**src/rtl/psum_acc_ctrl_if.sv**
```systemverilog
// Bundle of accumulation input, readout handshake and psum SRAM signals for psum_acc_ctrl.
// master drives the upstream inputs and sram_q; slave is the controller.
interface psum_acc_ctrl_if #(
    parameter int col     = 8,
    parameter int psum_bw = 16,
    parameter int num     = 2048
);
    localparam int aw = $clog2(num);
    localparam int dw = col * psum_bw;

    logic          in_valid;
    logic          in_first;
    logic [aw-1:0] in_addr;
    logic [dw-1:0] in_data;
    logic          rd_req;
    logic [aw-1:0] rd_addr;
    logic          rd_ready;
    logic          out_valid;
    logic [dw-1:0] out_data;
    logic          sram_cen;
    logic          sram_ren;
    logic          sram_wen;
    logic [aw-1:0] sram_a_rd;
    logic [aw-1:0] sram_a_wr;
    logic [dw-1:0] sram_d;
    logic [dw-1:0] sram_q;

    modport master (
        output in_valid, in_first, in_addr, in_data, rd_req, rd_addr, sram_q,
        input  rd_ready, out_valid, out_data, sram_cen, sram_ren, sram_wen,
               sram_a_rd, sram_a_wr, sram_d
    );

    modport slave (
        input  in_valid, in_first, in_addr, in_data, rd_req, rd_addr, sram_q,
        output rd_ready, out_valid, out_data, sram_cen, sram_ren, sram_wen,
               sram_a_rd, sram_a_wr, sram_d
    );
endinterface

```
**src/rtl/psum_acc_ctrl.sv**
```systemverilog
// Two-stage read-modify-write accumulator for the psum SRAM, with same-address forwarding and readout.
// Optional macro PSUM_RELU_EN: clamp negative lanes to zero on the readout path only.
module psum_acc_ctrl #(
    parameter int col     = 8,
    parameter int psum_bw = 16,
    parameter int num     = 2048
) (
    input  logic          clk,
    input  logic          reset,
    psum_acc_ctrl_if.slave bus
);
    localparam int aw = $clog2(num);
    localparam int dw = col * psum_bw;

    logic          s1_valid_q, s1_valid_d;
    logic          s1_first_q, s1_first_d;
    logic          s1_fwd_q, s1_fwd_d;
    logic          s1_rd_q, s1_rd_d;
    logic [aw-1:0] s1_addr_q, s1_addr_d;
    logic [dw-1:0] s1_data_q, s1_data_d;
    logic [dw-1:0] s1_fwdval_q, s1_fwdval_d;

    logic [dw-1:0] sum;
    logic [dw-1:0] out_lanes;
    logic [psum_bw-1:0] base;
    logic          s1_wr, acc_hit, rd_hit, rd_acc;
    logic          ren, wen;
    logic [aw-1:0] a_rd, a_wr;
    logic [dw-1:0] wdata;

    // Readouts carry zero data, so the same adder yields the read/forwarded value.
    always_comb begin
        sum       = '0;
        out_lanes = '0;
        base      = '0;
        for (int k = 0; k < col; k++) begin
            if (s1_first_q)
                base = '0;
            else if (s1_fwd_q)
                base = s1_fwdval_q[k*psum_bw +: psum_bw];
            else
                base = bus.sram_q[k*psum_bw +: psum_bw];
            sum[k*psum_bw +: psum_bw] = base + s1_data_q[k*psum_bw +: psum_bw];
`ifdef PSUM_RELU_EN
            out_lanes[k*psum_bw +: psum_bw] =
                sum[k*psum_bw + psum_bw - 1] ? '0 : sum[k*psum_bw +: psum_bw];
`else
            out_lanes[k*psum_bw +: psum_bw] = sum[k*psum_bw +: psum_bw];
`endif
        end
    end

    assign s1_wr   = s1_valid_q && !s1_rd_q;
    assign acc_hit = s1_wr && (bus.in_addr == s1_addr_q);
    assign rd_hit  = s1_wr && (bus.rd_addr == s1_addr_q);
    assign rd_acc  = bus.rd_req && !bus.in_valid;

    always_comb begin
        s1_valid_d  = 1'b0;
        s1_first_d  = 1'b0;
        s1_fwd_d    = 1'b0;
        s1_rd_d     = 1'b0;
        s1_addr_d   = '0;
        s1_data_d   = '0;
        s1_fwdval_d = '0;
        ren         = 1'b1;
        a_rd        = '0;
        if (bus.in_valid) begin
            s1_valid_d = 1'b1;
            s1_first_d = bus.in_first;
            s1_addr_d  = bus.in_addr;
            s1_data_d  = bus.in_data;
            if (!bus.in_first) begin
                if (acc_hit) begin
                    s1_fwd_d    = 1'b1;
                    s1_fwdval_d = sum;
                end else begin
                    ren  = 1'b0;
                    a_rd = bus.in_addr;
                end
            end
        end else if (rd_acc) begin
            s1_valid_d = 1'b1;
            s1_rd_d    = 1'b1;
            s1_addr_d  = bus.rd_addr;
            if (rd_hit) begin
                s1_fwd_d    = 1'b1;
                s1_fwdval_d = sum;
            end else begin
                ren  = 1'b0;
                a_rd = bus.rd_addr;
            end
        end
        wen   = !s1_wr;
        a_wr  = s1_wr ? s1_addr_q : '0;
        wdata = s1_wr ? sum : '0;
        // Reset drops any pending write in the same cycle it is asserted.
        if (reset) begin
            ren   = 1'b1;
            wen   = 1'b1;
            a_rd  = '0;
            a_wr  = '0;
            wdata = '0;
        end
    end

    assign bus.sram_ren  = ren;
    assign bus.sram_wen  = wen;
    assign bus.sram_cen  = ren & wen;
    assign bus.sram_a_rd = a_rd;
    assign bus.sram_a_wr = a_wr;
    assign bus.sram_d    = wdata;
    assign bus.rd_ready  = !reset && rd_acc;
    assign bus.out_valid = !reset && s1_valid_q && s1_rd_q;
    assign bus.out_data  = bus.out_valid ? out_lanes : '0;

    always_ff @(posedge clk) begin
        if (reset) begin
            s1_valid_q  <= 1'b0;
            s1_first_q  <= 1'b0;
            s1_fwd_q    <= 1'b0;
            s1_rd_q     <= 1'b0;
            s1_addr_q   <= '0;
            s1_data_q   <= '0;
            s1_fwdval_q <= '0;
        end else begin
            s1_valid_q  <= s1_valid_d;
            s1_first_q  <= s1_first_d;
            s1_fwd_q    <= s1_fwd_d;
            s1_rd_q     <= s1_rd_d;
            s1_addr_q   <= s1_addr_d;
            s1_data_q   <= s1_data_d;
            s1_fwdval_q <= s1_fwdval_d;
        end
    end
endmodule

```
**src/flat_wrapper.sv**
```systemverilog
// flat-port wrapper written by rule: the top's interface ports become plain ports
module psum_acc_ctrl_flat 
#(
    parameter int col     = 8,
    parameter int psum_bw = 16,
    parameter int num     = 2048
)
  (clk, reset, bus_in_valid, bus_in_first, bus_in_addr, bus_in_data, bus_rd_req, bus_rd_addr, bus_sram_q, bus_rd_ready, bus_out_valid, bus_out_data, bus_sram_cen, bus_sram_ren, bus_sram_wen, bus_sram_a_rd, bus_sram_a_wr, bus_sram_d);
  psum_acc_ctrl_if #(.col(col), .psum_bw(psum_bw), .num(num)) bus_i ();
  input  logic clk;
  input  logic reset;
  input wire logic [$bits(bus_i.in_valid)-1:0] bus_in_valid;
  input wire logic [$bits(bus_i.in_first)-1:0] bus_in_first;
  input wire logic [$bits(bus_i.in_addr)-1:0] bus_in_addr;
  input wire logic [$bits(bus_i.in_data)-1:0] bus_in_data;
  input wire logic [$bits(bus_i.rd_req)-1:0] bus_rd_req;
  input wire logic [$bits(bus_i.rd_addr)-1:0] bus_rd_addr;
  input wire logic [$bits(bus_i.sram_q)-1:0] bus_sram_q;
  output wire logic [$bits(bus_i.rd_ready)-1:0] bus_rd_ready;
  output wire logic [$bits(bus_i.out_valid)-1:0] bus_out_valid;
  output wire logic [$bits(bus_i.out_data)-1:0] bus_out_data;
  output wire logic [$bits(bus_i.sram_cen)-1:0] bus_sram_cen;
  output wire logic [$bits(bus_i.sram_ren)-1:0] bus_sram_ren;
  output wire logic [$bits(bus_i.sram_wen)-1:0] bus_sram_wen;
  output wire logic [$bits(bus_i.sram_a_rd)-1:0] bus_sram_a_rd;
  output wire logic [$bits(bus_i.sram_a_wr)-1:0] bus_sram_a_wr;
  output wire logic [$bits(bus_i.sram_d)-1:0] bus_sram_d;
  assign bus_i.in_valid = bus_in_valid;
  assign bus_i.in_first = bus_in_first;
  assign bus_i.in_addr = bus_in_addr;
  assign bus_i.in_data = bus_in_data;
  assign bus_i.rd_req = bus_rd_req;
  assign bus_i.rd_addr = bus_rd_addr;
  assign bus_i.sram_q = bus_sram_q;
  assign bus_rd_ready = bus_i.rd_ready;
  assign bus_out_valid = bus_i.out_valid;
  assign bus_out_data = bus_i.out_data;
  assign bus_sram_cen = bus_i.sram_cen;
  assign bus_sram_ren = bus_i.sram_ren;
  assign bus_sram_wen = bus_i.sram_wen;
  assign bus_sram_a_rd = bus_i.sram_a_rd;
  assign bus_sram_a_wr = bus_i.sram_a_wr;
  assign bus_sram_d = bus_i.sram_d;
  psum_acc_ctrl #(.col(col), .psum_bw(psum_bw), .num(num)) u_core (.clk(clk), .reset(reset), .bus(bus_i));
endmodule
```
**config.mk**
```make
export PLATFORM = sky130hd
export DESIGN_NAME = psum_acc_ctrl_flat
export DESIGN_NICKNAME = d
export VERILOG_FILES = /design/src/rtl/psum_acc_ctrl_if.sv /design/src/rtl/psum_acc_ctrl.sv /design/src/flat_wrapper.sv
export SDC_FILE = /design/constraint.sdc
export NUM_CORES = 1
export LEC_CHECK = 0
export ABC_AREA = 1
export BUFFER_PORTS_ARGS = -buffer_cell sky130_fd_sc_hd__clkbuf_2
export CAP_MARGIN = 10
export CORE_MARGIN = 3
export CORE_UTILIZATION = 30
export CTS_CLUSTER_DIAMETER = 60
export DETAILED_ROUTE_END_ITERATION = 7
export PLACE_DENSITY = 0.56
export SETUP_SLACK_MARGIN = 0.15
export SLEW_MARGIN = 15
export SYNTH_ARGS = -nofsm -noshare
export SYNTH_HDL_FRONTEND = slang
export SYNTH_SLANG_ARGS = --single-unit
```
**constraint.sdc**
```tcl
create_clock -name clk -period 7.2 [get_ports clk]
set_input_delay 1.08 -clock clk [delete_from_list [all_inputs] [get_ports clk]]
set_output_delay 1.08 -clock clk [all_outputs]
set_load 0.01 [all_outputs]
```
* Word-level counts from Yosys, hierarchy flattened *
Index checks and enable logic that the tools add are counted.

storage, ports and cells
  register bits = 271
  output and inout bits = 283
  logic and storage cells = 78
  bits of input ports = 283

operators by class
  mux-type cells = 46
  equality and inequality tests = 2
  reductions and logical operators = 13
  bitwise logic cells = 2
  add/subtract/negate cells = 8

operators with widths
  cell                number
  2-to-1 mux 128 bit  8
  2-to-1 mux 16 bit   16
  adder 16 bit        8
  2-to-1 mux 11 bit   10
  == test 11 bit      2
  2-to-1 mux 1 bit    12
  logical AND 1 bit   7
  zero test 1 bit     4
  OR reduction 2 bit  2
  bitwise AND 1 bit   1
  inverter 1 bit      1

* Longest topological paths before layout *
Gate-level depths: netlist of run 1.

  depth after elaboration = 8
  depth in mapped cells = 20
  mapped depth without buffers = 16

* Least setup slack after synthesis of run 1 *
No wires, ideal clock.

  path type = register to output
  start point = register u_core.s1_first_q
  end point = output bus_out_data[110]
  data arrival time = 2.740 ns
  slack = 3.380 ns
  buffers on the path = 4
  required time = 6.120 ns
  cell stages (with the launch flop) = 20
  cell sequence = dfxtp_1 buf_2 inv_1 buf_2 buf_2 clkbuf_1 o21ai_0 nor2_1 ha_1 inv_1 fa_1 inv_1 nand3_1 nand2_1 nand2_1 nand2_1 nand2_1 nand3b_1 nand2_1 nor2_1

between the ends
  longest elaborated chain between the ends = 3

RTL lines
  element                 line                  text
  start, declared         psum_acc_ctrl.sv:16   logic s1_first_q, s1_first_d;
  start signal, assigned  psum_acc_ctrl.sv:128  s1_first_q <= s1_first_d;
  2-to-1 mux 16 bit       psum_acc_ctrl.sv:37   if (s1_first_q)
  adder 16 bit            psum_acc_ctrl.sv:43   sum[k*psum_bw +: psum_bw] = base + s1_data_q[k*psum_bw +: psum_bw];
  2-to-1 mux 128 bit      psum_acc_ctrl.sv:115  assign bus.out_data = bus.out_valid ? out_lanes : '0;
  end, declared           flat_wrapper.sv:21    output wire logic [$bits(bus_i.out_data)-1:0] bus_out_data;

No other way between the ends.

* Worst setup path after layout of run 1 *
  start point = register u_core.s1_first_q
  end point = output bus_out_data[46]

Same word-level chain as after synthesis.

==> results of run 1 <==
[state kept, by name, indices dropped and copies added (netlist names)]
register and flops:
u_core.s1_first_q 1, u_core.s1_valid_q 1, u_core.s1_fwdval_q 128, u_core.s1_data_q 128, u_core.s1_addr_q 11, u_core.s1_fwd_q 1, u_core.s1_rd_q 1
[synthesized netlist by cell type, types with 10 or more instances]
| master | instances | area [µm²] |
|---|---|---|
| nor2_1 | 850 | 3190 |
| nand2_1 | 634 | 2380 |
| inv_1 | 386 | 1450 |
| dfxtp_1 | 271 | 5430 |
| o21ai_0 | 152 | 761 |
| ha_1 | 120 | 1500 |
| nand3_1 | 99 | 495 |
| a21oi_1 | 93 | 465 |
| clkbuf_1 | 72 | 270 |
| xnor2_1 | 51 | 447 |
| nor2_2 | 49 | 307 |
| nand3b_1 | 34 | 255 |
| nand4_1 | 26 | 163 |
| nor3_1 | 20 | 100 |
| buf_1 | 12 | 45.0 |
| inv_2 | 12 | 45.0 |
| buf_2 | 10 | 50.1 |
| xor2_1 | 10 | 87.6 |
[kinds of logic (layout without fill, tap and decap cells)]
logic type / after synthesis / after routing / synth area share [%]
flops: 271 / 271 / 30.5
fa+ha+maj: 128 / 128 / 9.33
simple gates: 1729 / 1729 / 39.3
xor+xnor: 61 / 61 / 3.00
other cells: 0 / 9 / 0
buf+inv: 498 / 1045 / 10.8
compound gates: 251 / 251 / 7.10
[worst min-delay path, cell delays in order, from the launching register on]
cell and delay (ns):
dfxtp_1 0.33, ha_1 0.13, inv_1 0.06, nor2_1 0.09
[path summary, 6_finish.rpt]
path	slack [ns]	from	to	depth (start not counted)
setup reg to reg	3.46	u_core.s1_first_q$_SDFF_PP0_	u_core.s1_fwdval_q[46]$_SDFF_PP0_	17
hold / removal	0.64	u_core.s1_data_q[80]$_SDFF_PP0_	u_core.s1_fwdval_q[80]$_SDFF_PP0_	3
setup / recovery	1.83	u_core.s1_first_q$_SDFF_PP0_	bus_out_data[46]	18
hold reg to reg	0.64	u_core.s1_data_q[80]$_SDFF_PP0_	u_core.s1_fwdval_q[80]$_SDFF_PP0_	3
[cell type report]
class	count	area, µm²	area share [%]
multi-input combinational	2169	10500	46.2
clock buffer	46	1060	4.70
sequential	271	5430	24.0
clock inverter	26	294	1.30
inverter	398	1510	6.66
tap	765	957	4.22
timing repair buffer	575	2920	12.9
antenna	9	22.5	0.0994
[layer usage]
layer	share of wire [%]	GRT usage [%]	vias to the layer above
met3	6.5	5.15	97
li1	-	-	10040
met1	44	26.1	8637
met5	0.14	0	-
met2	47	35.9	508
met4	2.3	6.37	12
[power breakdown]
part	internal [mW]	switching, mW
clock network	1.22	0.793
registers	1.53	0.0184
logic	0.305	0.569
[through the flow]
step | hold WS [ns] | utilization [%]
after global routing | 0.687 | 38.9
final | 0.645 | 38.9
after floorplan | 0.569 | -
after CTS | 0.650 | 38.9
after detailed placement | 0.635 | 36.5
after global placement | 0.639 | 36.5
[cells in the final DEF, fill, tap and decap left out, types with 3 or more instances in the layout]
cell type and instances:
o21ai_0 152, nand3_1 99, diode_2 9, buf_4 9, nor2_2 49, inv_2 8
clkinv_4 6, clkbuf_2 565, nand2_1 634, bufinv_16 4, inv_6 6, and2_1 8
inv_4 4, a21oi_1 93, inv_1 385, clkbuf_1 3, nand3b_1 34, dfxtp_1 270
nor3_1 20, clkinv_2 7, clkbuf_16 41, ha_1 120, xnor2_1 51, xor2_1 10
nand4_1 26, or2_2 8, fa_1 8, o22ai_1 5, nor2_1 850
==> key figures, run 1 <==
Floorplan
  – Full die area: between 0.06 and 0.07 mm²
  – Initial Util: between 30 and 40%
  – Row count: 88
  – Die Span Y: between 200 and 250 µm
  – Io pins: roughly 570
  – Core ar.: roughly 0.058 mm²
  – Die W: 250 µm

Drt
  – DR iter-0 viols: approximately 1000
  – Post-DR wirelength/cell: roughly 16 µm
  – Final wirelength: 68.2 mm
  – TritonRoute pass-1 iters: 6
  – Remaining antenna violation count: 0
  – Remaining DRCs: 0
  – Vias per cell: around 4.5
  – Vias: a little under 20000

Clocking
  – Clock Sinks: ~270
  – Bufs on Longest Clock Path: 3
  – Hold_buf cts: 0
  – Setup Buffers After CTS: 0
  – Clk slew on worst S/H paths: 0.06 ns
  – CTS tree: done
  – Post-cts gate resize count: 0
  – TritonCTS Buffers: 40
  – Root buf cell: clkbuf_16
  – Worst-Skew Late Latency: roughly 0.56 ns
  – Htree depth: 2

Pwr
  – Max IR drop VDD: approximately 0.16 mV
  – Design Power: approximately 4.4 mW
  – Static leakage: about 13 nW
  – Cell area power density: ~200 mW/mm²

Global routing
  – Antenna violations before repair: 15
  – Maximum number of pins on one net before global-route repair: a little under 100
  – Grt total ovfl: 0
  – Vias in the first global route: 18195
  – First-pass GRT wire length: 103 mm
  – Total global-route track usage: a little over a fifth

Timing
  – Minimum clock period: 5.37 ns
  – Fin crit share: roughly three quarters
  – Slew of the pin with the lowest slew margin: approximately 1.1 ns
  – Setup violators final: 0
  – Rel. slew slack: between 20% and 30%
  – Final-report hold violation count: 0
  – Setup TNS: 0 ns
  – F_max: approximately 0.19 GHz
  – Setup WS post-layout: 1.83 ns
  – Max Slew Vio Count: 0
  – Fin Clk Skew: between 0.02 and 0.03 ns
  – RSZ-0062 raised after global routing: no

Synth
  – Net Count, Synth: 3349
  – Post-Synthesis Cells: slightly below 3000
  – Synth Register Bits: between 200 and 300
  – Netlist cell types: 25
  – Ys async rst share: 0%
  – Post-synthesis sequential area ratio: 30.5%
  – Yosys warnings: 0
  – Number of synthesized flops with an enable pin: 0
  – Syn Area/Cell: roughly 6.1 µm²
  – Synth Cell Area: around 0.018 mm²
  – Top FF cell, synth: dfxtp_1

Setup path
  – Crit-path slowest cell: inv_4
  – Crit-path max cell delay: between 0.6 and 0.7 ns
  – CP required: 6.12 ns
  – Cell family contributing the most delay on the critical path: buffers and inverters
  – CP Class: reg2out
  – Top cell by count, worst path: nand2_1
  – CP arrival: 4.29 ns
  – Crit path launch type: register
  – CP cell instances: inv_4 -> buf_4 -> o21ai_0 -> nor2_1 -> ha_1 -> inv_1 -> fa_1 -> inv_1 -> nand3_1 -> nand2_1 -> nand2_1 -> nand2_1 -> nand2_1 -> nand2_1 -> nand2_1 -> nand2_1 -> nor2_1 -> clkbuf_2
  – Critical-path maximum fanout: 52
  – Worst path bufs/invs: 5
  – CP endpoint kind: primary output

Place
  – Port Buffers: between 500 and 600
  – Placed Area: 0.0213 mm²
  – Hpwl dp: about 53 mm
  – Gpl congestion: between 0.8 and 0.9
  – Pre-CTS setup slack: about 2.3 ns
  – Inst Count DP: around 4200

Worst hold path
  – Worst hold path type: reg2reg

Outcome
  – Status: finished, final reports clean

Finish
  – Fill cell count: 6476
  – Finished Layout Cells: ~4300
  – Nets: 3866
  – Layout cells sized above 1: approximately a fifth
  – Design Area, Final: ~0.023 mm²
  – Area grow syn2layout: 27.3%

Job
  – MaxCap Viol Count: 0
Note: power is estimated with default switching activity, not from simulation.
==> run 2: changes to the inputs <==
- clock period: 7.2 -> 5.48 ns (I/O delays scaled with it)
==> run 2 against run 1 <==
  * Critical path depth decreased by 2
  * Clock power grew 43%
  * Power up 37%
  * Critical path type unchanged
  * Global-route usage rose by 0.12 points
  * Count of clock-buffer cells in the layout up 6
  * Core utilization rose by 0.40 points
  * Combinational power is 31% higher
==> key figures, run 2 (synthesis gave the netlist of run 1 again) <==
Finish
  – Final core utilization: around two fifths
  – Finished Layout Cells: 4269
  – Most common cell after layout, fill and taps aside: nor2_1
  – Layout cells sized above 1: about a fifth
  – Commonest non-fill, non-tap cells in the layout: nor2_1 (850), nand2_1 (634), clkbuf_2 (565)
  – Top flop regs: u_core.s1_data_q (128), u_core.s1_fwdval_q (128), u_core.s1_addr_q (11)
  – Design Area, Final: 0.0229 mm²
  – Area grow syn2layout: 28.6%
  – Nets: 3877

Floorplan
  – Initial Util: a little under a third
  – Die W: approximately 250 µm
  – Row count: 88
  – Core ar.: roughly 0.058 mm²
  – Io pins: 566
  – Die Span Y: about 250 µm
  – Full die area: between 0.06 and 0.07 mm²

Drt
  – Final wirelength: roughly 68 mm
  – Vias per cell: 4.53
  – TritonRoute pass-1 iters: 7
  – Vias: ~19000
  – Remaining DRCs: 0
  – Remaining antenna violation count: 0
  – DR iter-0 viols: approximately 1100
  – Post-DR wirelength/cell: roughly 16 µm

Timing
  – RSZ-0062 raised after global routing: no
  – Hold_ws: around 0.44 ns
  – Final-report hold violation count: 0
  – Slew of the pin with the lowest slew margin: about 1.1 ns
  – Setup violators final: 0
  – Minimum clock period: ~4.7 ns
  – F_max: roughly 0.21 GHz
  – Setup WS post-layout: between 0.7 and 0.8 ns
  – Max Slew Vio Count: 0
  – Setup TNS: 0 ns
  – Fin crit share: a little under nine tenths
  – Rel. slew slack: 27.7%
  – Fin Clk Skew: 0.0201 ns

Pwr
  – Max IR drop VDD: ~0.2 mV
  – Design Power: roughly 6.1 mW
  – Cell area power density: about 270 mW/mm²
  – Static leakage: approximately 13 nW

Clocking
  – Clock Sinks: 271
  – Htree depth: 2
  – Worst-Skew Late Latency: about 0.57 ns
  – Setup Buffers After CTS: 0
  – CTS tree: done
  – Clk slew on worst S/H paths: around 0.060 ns
  – Root buf cell: clkbuf_16
  – TritonCTS Buffers: 43
  – Bufs on Longest Clock Path: 3

Setup path
  – CP Class: reg2out
  – CP required: 4.66 ns
  – Critical-path maximum fanout: around 70
  – Crit path launch type: register
  – CP endpoint kind: primary output
  – CP arrival: about 3.9 ns

Place
  – Gpl congestion: 0.916
  – Hpwl dp: between 50 and 60 mm
  – Placed Area: ~0.021 mm²
  – Pre-CTS setup slack: around 1.1 ns
  – Port Buffers: ~570
  – Inst Count DP: 4186

Worst hold path
  – Worst hold path type: in2reg

Global routing
  – Grt total ovfl: 0
  – Maximum number of pins on one net before global-route repair: 74
  – Antenna violations before repair: 15
  – Total global-route track usage: between 20% and 30%
  – Vias in the first global route: roughly 18000
  – First-pass GRT wire length: 104 mm

Outcome
  – Status: finished, final reports clean

Job
  – MaxCap Viol Count: 0
==> run 2: cell types whose count changed in the layout (fill, tap and decap cells not counted), sizes merged <==
cell / previous run / this run
buf: 10 / 18
clkbuf: 611 / 617
clkinv: 14 / 6
clkinvlp: 2 / 5
diode: 9 / 4
inv: 404 / 410
==> run 2: repair_timing <==
item	in CTS	in global routing
hold buffers	0	0
resized for setup	0	1
setup endpoints to repair	0	1
==> run 2: path summary, 6_finish.rpt <==
path,startpoint,slack (ns),end,cells after the start
max,u_core.s1_first_q$_SDFF_PP0_,0.75,bus_sram_d[94],16
min,bus_in_data[71],0.44,u_core.s1_data_q[71]$_SDFF_PP0_,3
max reg2reg,u_core.s1_first_q$_SDFF_PP0_,2.16,u_core.s1_fwdval_q[90]$_SDFF_PP0_,16
min reg2reg,u_core.s1_data_q[112]$_SDFF_PP0_,0.62,u_core.s1_fwdval_q[112]$_SDFF_PP0_,3
==> run 2: layout make-up <==
cell class / count / area (µm²)
fill: 6429 / 35300
multi-input combinational: 2169 / 10500
sequential: 271 / 5430
timing repair buffer: 583 / 3010
inverter: 398 / 1510
clock buffer: 52 / 1190
tap: 765 / 957
clock inverter: 27 / 314
antenna: 4 / 10.0
==> run 2: routing by layer <==
| layer | share of wire (%) | track usage, % | up-vias |
|---|---|---|---|
| met5 | 0.19 | 0 | - |
| met4 | 2.5 | 5.94 | 20 |
| met3 | 6.5 | 4.51 | 109 |
| met2 | 47 | 36.6 | 545 |
| met1 | 43 | 26.5 | 8608 |
| li1 | - | - | 10056 |
==> run 2: where the power goes <==
| part | total, mW | switching, mW | internal (mW) |
|---|---|---|---|
| clock network | 2.89 | 1.11 | 1.77 |
| logic | 1.15 | 0.752 | 0.403 |
| registers | 2.04 | 0.0231 | 2.01 |
==> run 2: critical path: stages (launching register included) <==
cell and delay, ns:
dfxtp_1 0.57, inv_6 0.60, o21ai_0 0.19, nor2_1 0.14, ha_1 0.23, inv_1 0.10, fa_1 0.38, inv_1 0.10
nand3_1 0.08, nand2_1 0.18, nand2_1 0.07, nand2_1 0.13, nand2_1 0.09, nand3b_1 0.09, nand2_1 0.14, nor2_1 0.12
clkbuf_2 0.15
==> run 3: changes to the inputs <==
- ABC_AREA: 1 -> default
- CORE_UTILIZATION: 30 -> 35
- CTS_CLUSTER_SIZE: default -> 28
- PLACE_DENSITY: 0.56 -> 0.63
==> run 3 against run 2 <==
  * Register-to-register slack got worse by 0.10 ns
  * Largest power group unchanged
  * Global-route usage up 0.79 points
  * Sequential cell count is the same
  * Wire length decreased by 16%
  * Die area decreased by 19%
  * Count of clock-buffer cells in the layout is 12 lower
  * Critical path type unchanged
  * Critical path depth fell by 5
  * Highest routed layer unchanged
  * Clock skew grew 0.0048 ns
  * First-iteration DRC count decreased by 11%
  * Maximum frequency shrank 1.2%
  * Critical endpoint is now bus_sram_d[78]
  * Via count down 16%
==> key figures, run 3 <==
Synth
  – Synth Cell Area: between 0.015 and 0.02 mm²
  – Ys async rst share: 0%
  – Yosys warnings: 0
  – Net Count, Synth: 2471
  – Number of synthesized flops with an enable pin: 0
  – Netlist cell types: 64
  – Post-synthesis sequential area ratio: about a third
  – Area contributors post-synth: dfxtp_1 (33%), nor2_1 (12%), ha_1 (9.0%), mux2i_1 (8.0%), and2_1 (6.9%)
  – Area leader, netlist: dfxtp_1
  – Synth Register Bits: about 270
  – Synth top cells by count: nor2_1 (512), dfxtp_1 (271), and2_1 (183), mux2i_1 (133), ha_1 (120)
  – Post-Synthesis Cells: 2060
  – Post-synth top area share: about a third
  – Top FF cell, synth: dfxtp_1
  – Most common cell in the netlist: nor2_1
  – Syn Area/Cell: 8.09 µm²

Pwr
  – Max IR drop VDD: ~0.17 mV
  – Static leakage: roughly 10 nW
  – Cell area power density: 264 mW/mm²

Drt
  – TritonRoute pass-1 iters: 5
  – Remaining DRCs: 0
  – Vias: between 15000 and 20000
  – DR iter-0 viols: between 900 and 1000
  – Remaining antenna violation count: 0
  – Vias per cell: 5.08
  – Post-DR wirelength/cell: approximately 18 µm
  – Final wirelength: 57.6 mm

Setup path
  – Crit-path slowest cell: dfxtp_4
  – Cell family contributing the most delay on the critical path: compound AO/OA/AOI/OAI gates
  – CP required: around 4.7 ns
  – Crit path launch type: register
  – Worst path bufs/invs: 2
  – Reg2Reg Depth: 10
  – Critical-path maximum fanout: 25
  – CP endpoint kind: primary output
  – Levels on crit path: 11
  – Crit-path max cell delay: between 0.6 and 0.7 ns
  – CP Class: reg2out
  – CP cell instances: buf_4 -> mux2i_1 -> nor2_1 -> ha_1 -> a21oi_1 -> o21ai_2 -> nor3_1 -> a211o_1 -> a311oi_1 -> nor2_1 -> clkbuf_2
  – CP arrival: 3.97 ns
  – Top cell by count, worst path: nor2_1

Place
  – Gpl congestion: between 0.8 and 0.9
  – Port Buffers: between 500 and 600
  – Hpwl dp: approximately 45 mm
  – Placed Area: between 0.015 and 0.02 mm²

Timing
  – Rel. slew slack: between 30% and 40%
  – Setup TNS: 0 ns
  – Final-report hold violation count: 0
  – F_max: between 0.2 and 0.25 GHz
  – RSZ-0062 raised after global routing: no
  – Slew of the pin with the lowest slew margin: around 1 ns
  – Fin crit share: between 80% and 90%
  – Setup violators final: 0
  – Minimum clock period: 4.79 ns
  – Hold_ws: approximately 0.48 ns
  – Fin Clk Skew: roughly 0.025 ns
  – Max Slew Vio Count: 0

Clocking
  – Post-cts gate resize count: 0
  – Clk slew on worst S/H paths: approximately 0.07 ns
  – Worst-Skew Late Latency: roughly 0.54 ns
  – Setup Buffers After CTS: 0
  – TritonCTS Buffers: 34
  – CTS tree: done
  – Hold_buf cts: 0
  – Clock Sinks: about 270
  – Bufs on Longest Clock Path: 3
  – Root buf cell: clkbuf_16
  – Htree depth: 2

Worst hold path
  – Worst hold path type: in2reg
  – Hold Crit Depth: 2

Outcome
  – Status: finished, final reports clean

Finish
  – Nets: ~3000
  – Most common cell after layout, fill and taps aside: clkbuf_2
  – Area grow syn2layout: 27.1%
  – Commonest non-fill, non-tap cells in the layout: clkbuf_2 (565), nor2_1 (512), dfxtp_1 (269)
  – Design Area, Final: 0.0212 mm²
  – Fill cell count: about 4600
  – Final core utilization: about 45%
  – Layout cells sized above 1: a little over a quarter
  – Top flop regs: u_core.s1_data_q (128), u_core.s1_fwdval_q (128), u_core.s1_addr_q (11)

Global routing
  – Maximum number of pins on one net before global-route repair: 96
  – Total global-route track usage: a little over a fifth
  – Vias in the first global route: 16112
  – Grt total ovfl: 0
  – Antenna violations before repair: 19
  – First-pass GRT wire length: approximately 87 mm

Floorplan
  – Full die area: between 0.05 and 0.06 mm²
  – Io pins: about 570
  – Initial Util: a little over a third
  – Die W: 224 µm
  – Die Span Y: roughly 220 µm
  – Row count: 79
  – Core ar.: approximately 0.047 mm²

Job
  – MaxCap Viol Count: 0
## run 3: layout make-up
class                      count  area [µm²]  share of cell area, %
inverter                      36         138                  0.650
sequential                   271        5430                   25.7
clock buffer                  40         957                   4.52
timing repair buffer         585        3000                   14.2
clock inverter                22         287                   1.35
tap                          607         759                   3.59
antenna                       10        25.0                  0.118
multi-input combinational   1639       10600                   49.9
## run 3: report_power, final
group / switching [mW] / internal [mW]
Sequential: 0.0276 / 2.01
Combinational: 0.659 / 0.438
Clock: 1.01 / 1.44
Total: 1.70 / 3.89
## run 3: metal layers
metal / routed length [µm] / up-vias / track usage [%]
met5: 94 / - / 0
met4: 1560 / 16 / 6.91
met3: 3960 / 106 / 5.52
met2: 27600 / 518 / 38.3
met1: 24300 / 7641 / 26.6
li1: - / 8016 / -
## run 3: final timing paths
check                                                      start                                 end  slack [ns]
worst max-delay path                  u_core.s1_fwd_q$_SDFF_PP0_                      bus_sram_d[78]        0.69
worst min-delay path                            bus_in_data[116]    u_core.s1_data_q[116]$_SDFF_PP0_        0.48
worst max register to register        u_core.s1_fwd_q$_SDFF_PP0_   u_core.s1_fwdval_q[78]$_SDFF_PP0_        2.06
worst min register to register  u_core.s1_data_q[112]$_SDFF_PP0_  u_core.s1_fwdval_q[112]$_SDFF_PP0_        0.62
## run 3: kinds of logic after synthesis
| group | after synthesis | share of synthesized area [%] |
|---|---|---|
| XOR/XNOR | 124 | 6.52 |
| multiplexers | 135 | 8.12 |
| buffers and inverters | 150 | 4.12 |
| AND/OR/NAND/NOR | 923 | 25.6 |
| flip-flops | 271 | 32.6 |
| AO/OA/AOI/OAI | 329 | 13.1 |
| adder cells (fa/ha/maj) | 128 | 9.97 |
## run 3: worst reg2reg max path: cells and delay by family, from the launching register on
family	cells	cell delay (ns)
AO/OA/AOI/OAI	4	1.20
adder cells (fa/ha/maj)	1	0.42
buffers and inverters	1	0.50
flip-flops	1	0.64
multiplexers	1	0.27
AND/OR/NAND/NOR	3	0.24
## run 3: metrics by stage
step | total power, mW | setup WS (ns) | cells
6_report | 5.59 | 0.690 | 3210
5_1_grt | 5.86 | 0.376 | 3205
4_1_cts | 5.66 | 0.621 | 3200
3_5_place_dp | 3.17 | 1.13 | 3138
3_3_place_gp | 3.16 | 1.08 | 3138
2_1_floorplan | 2.78 | 1.63 | 2060
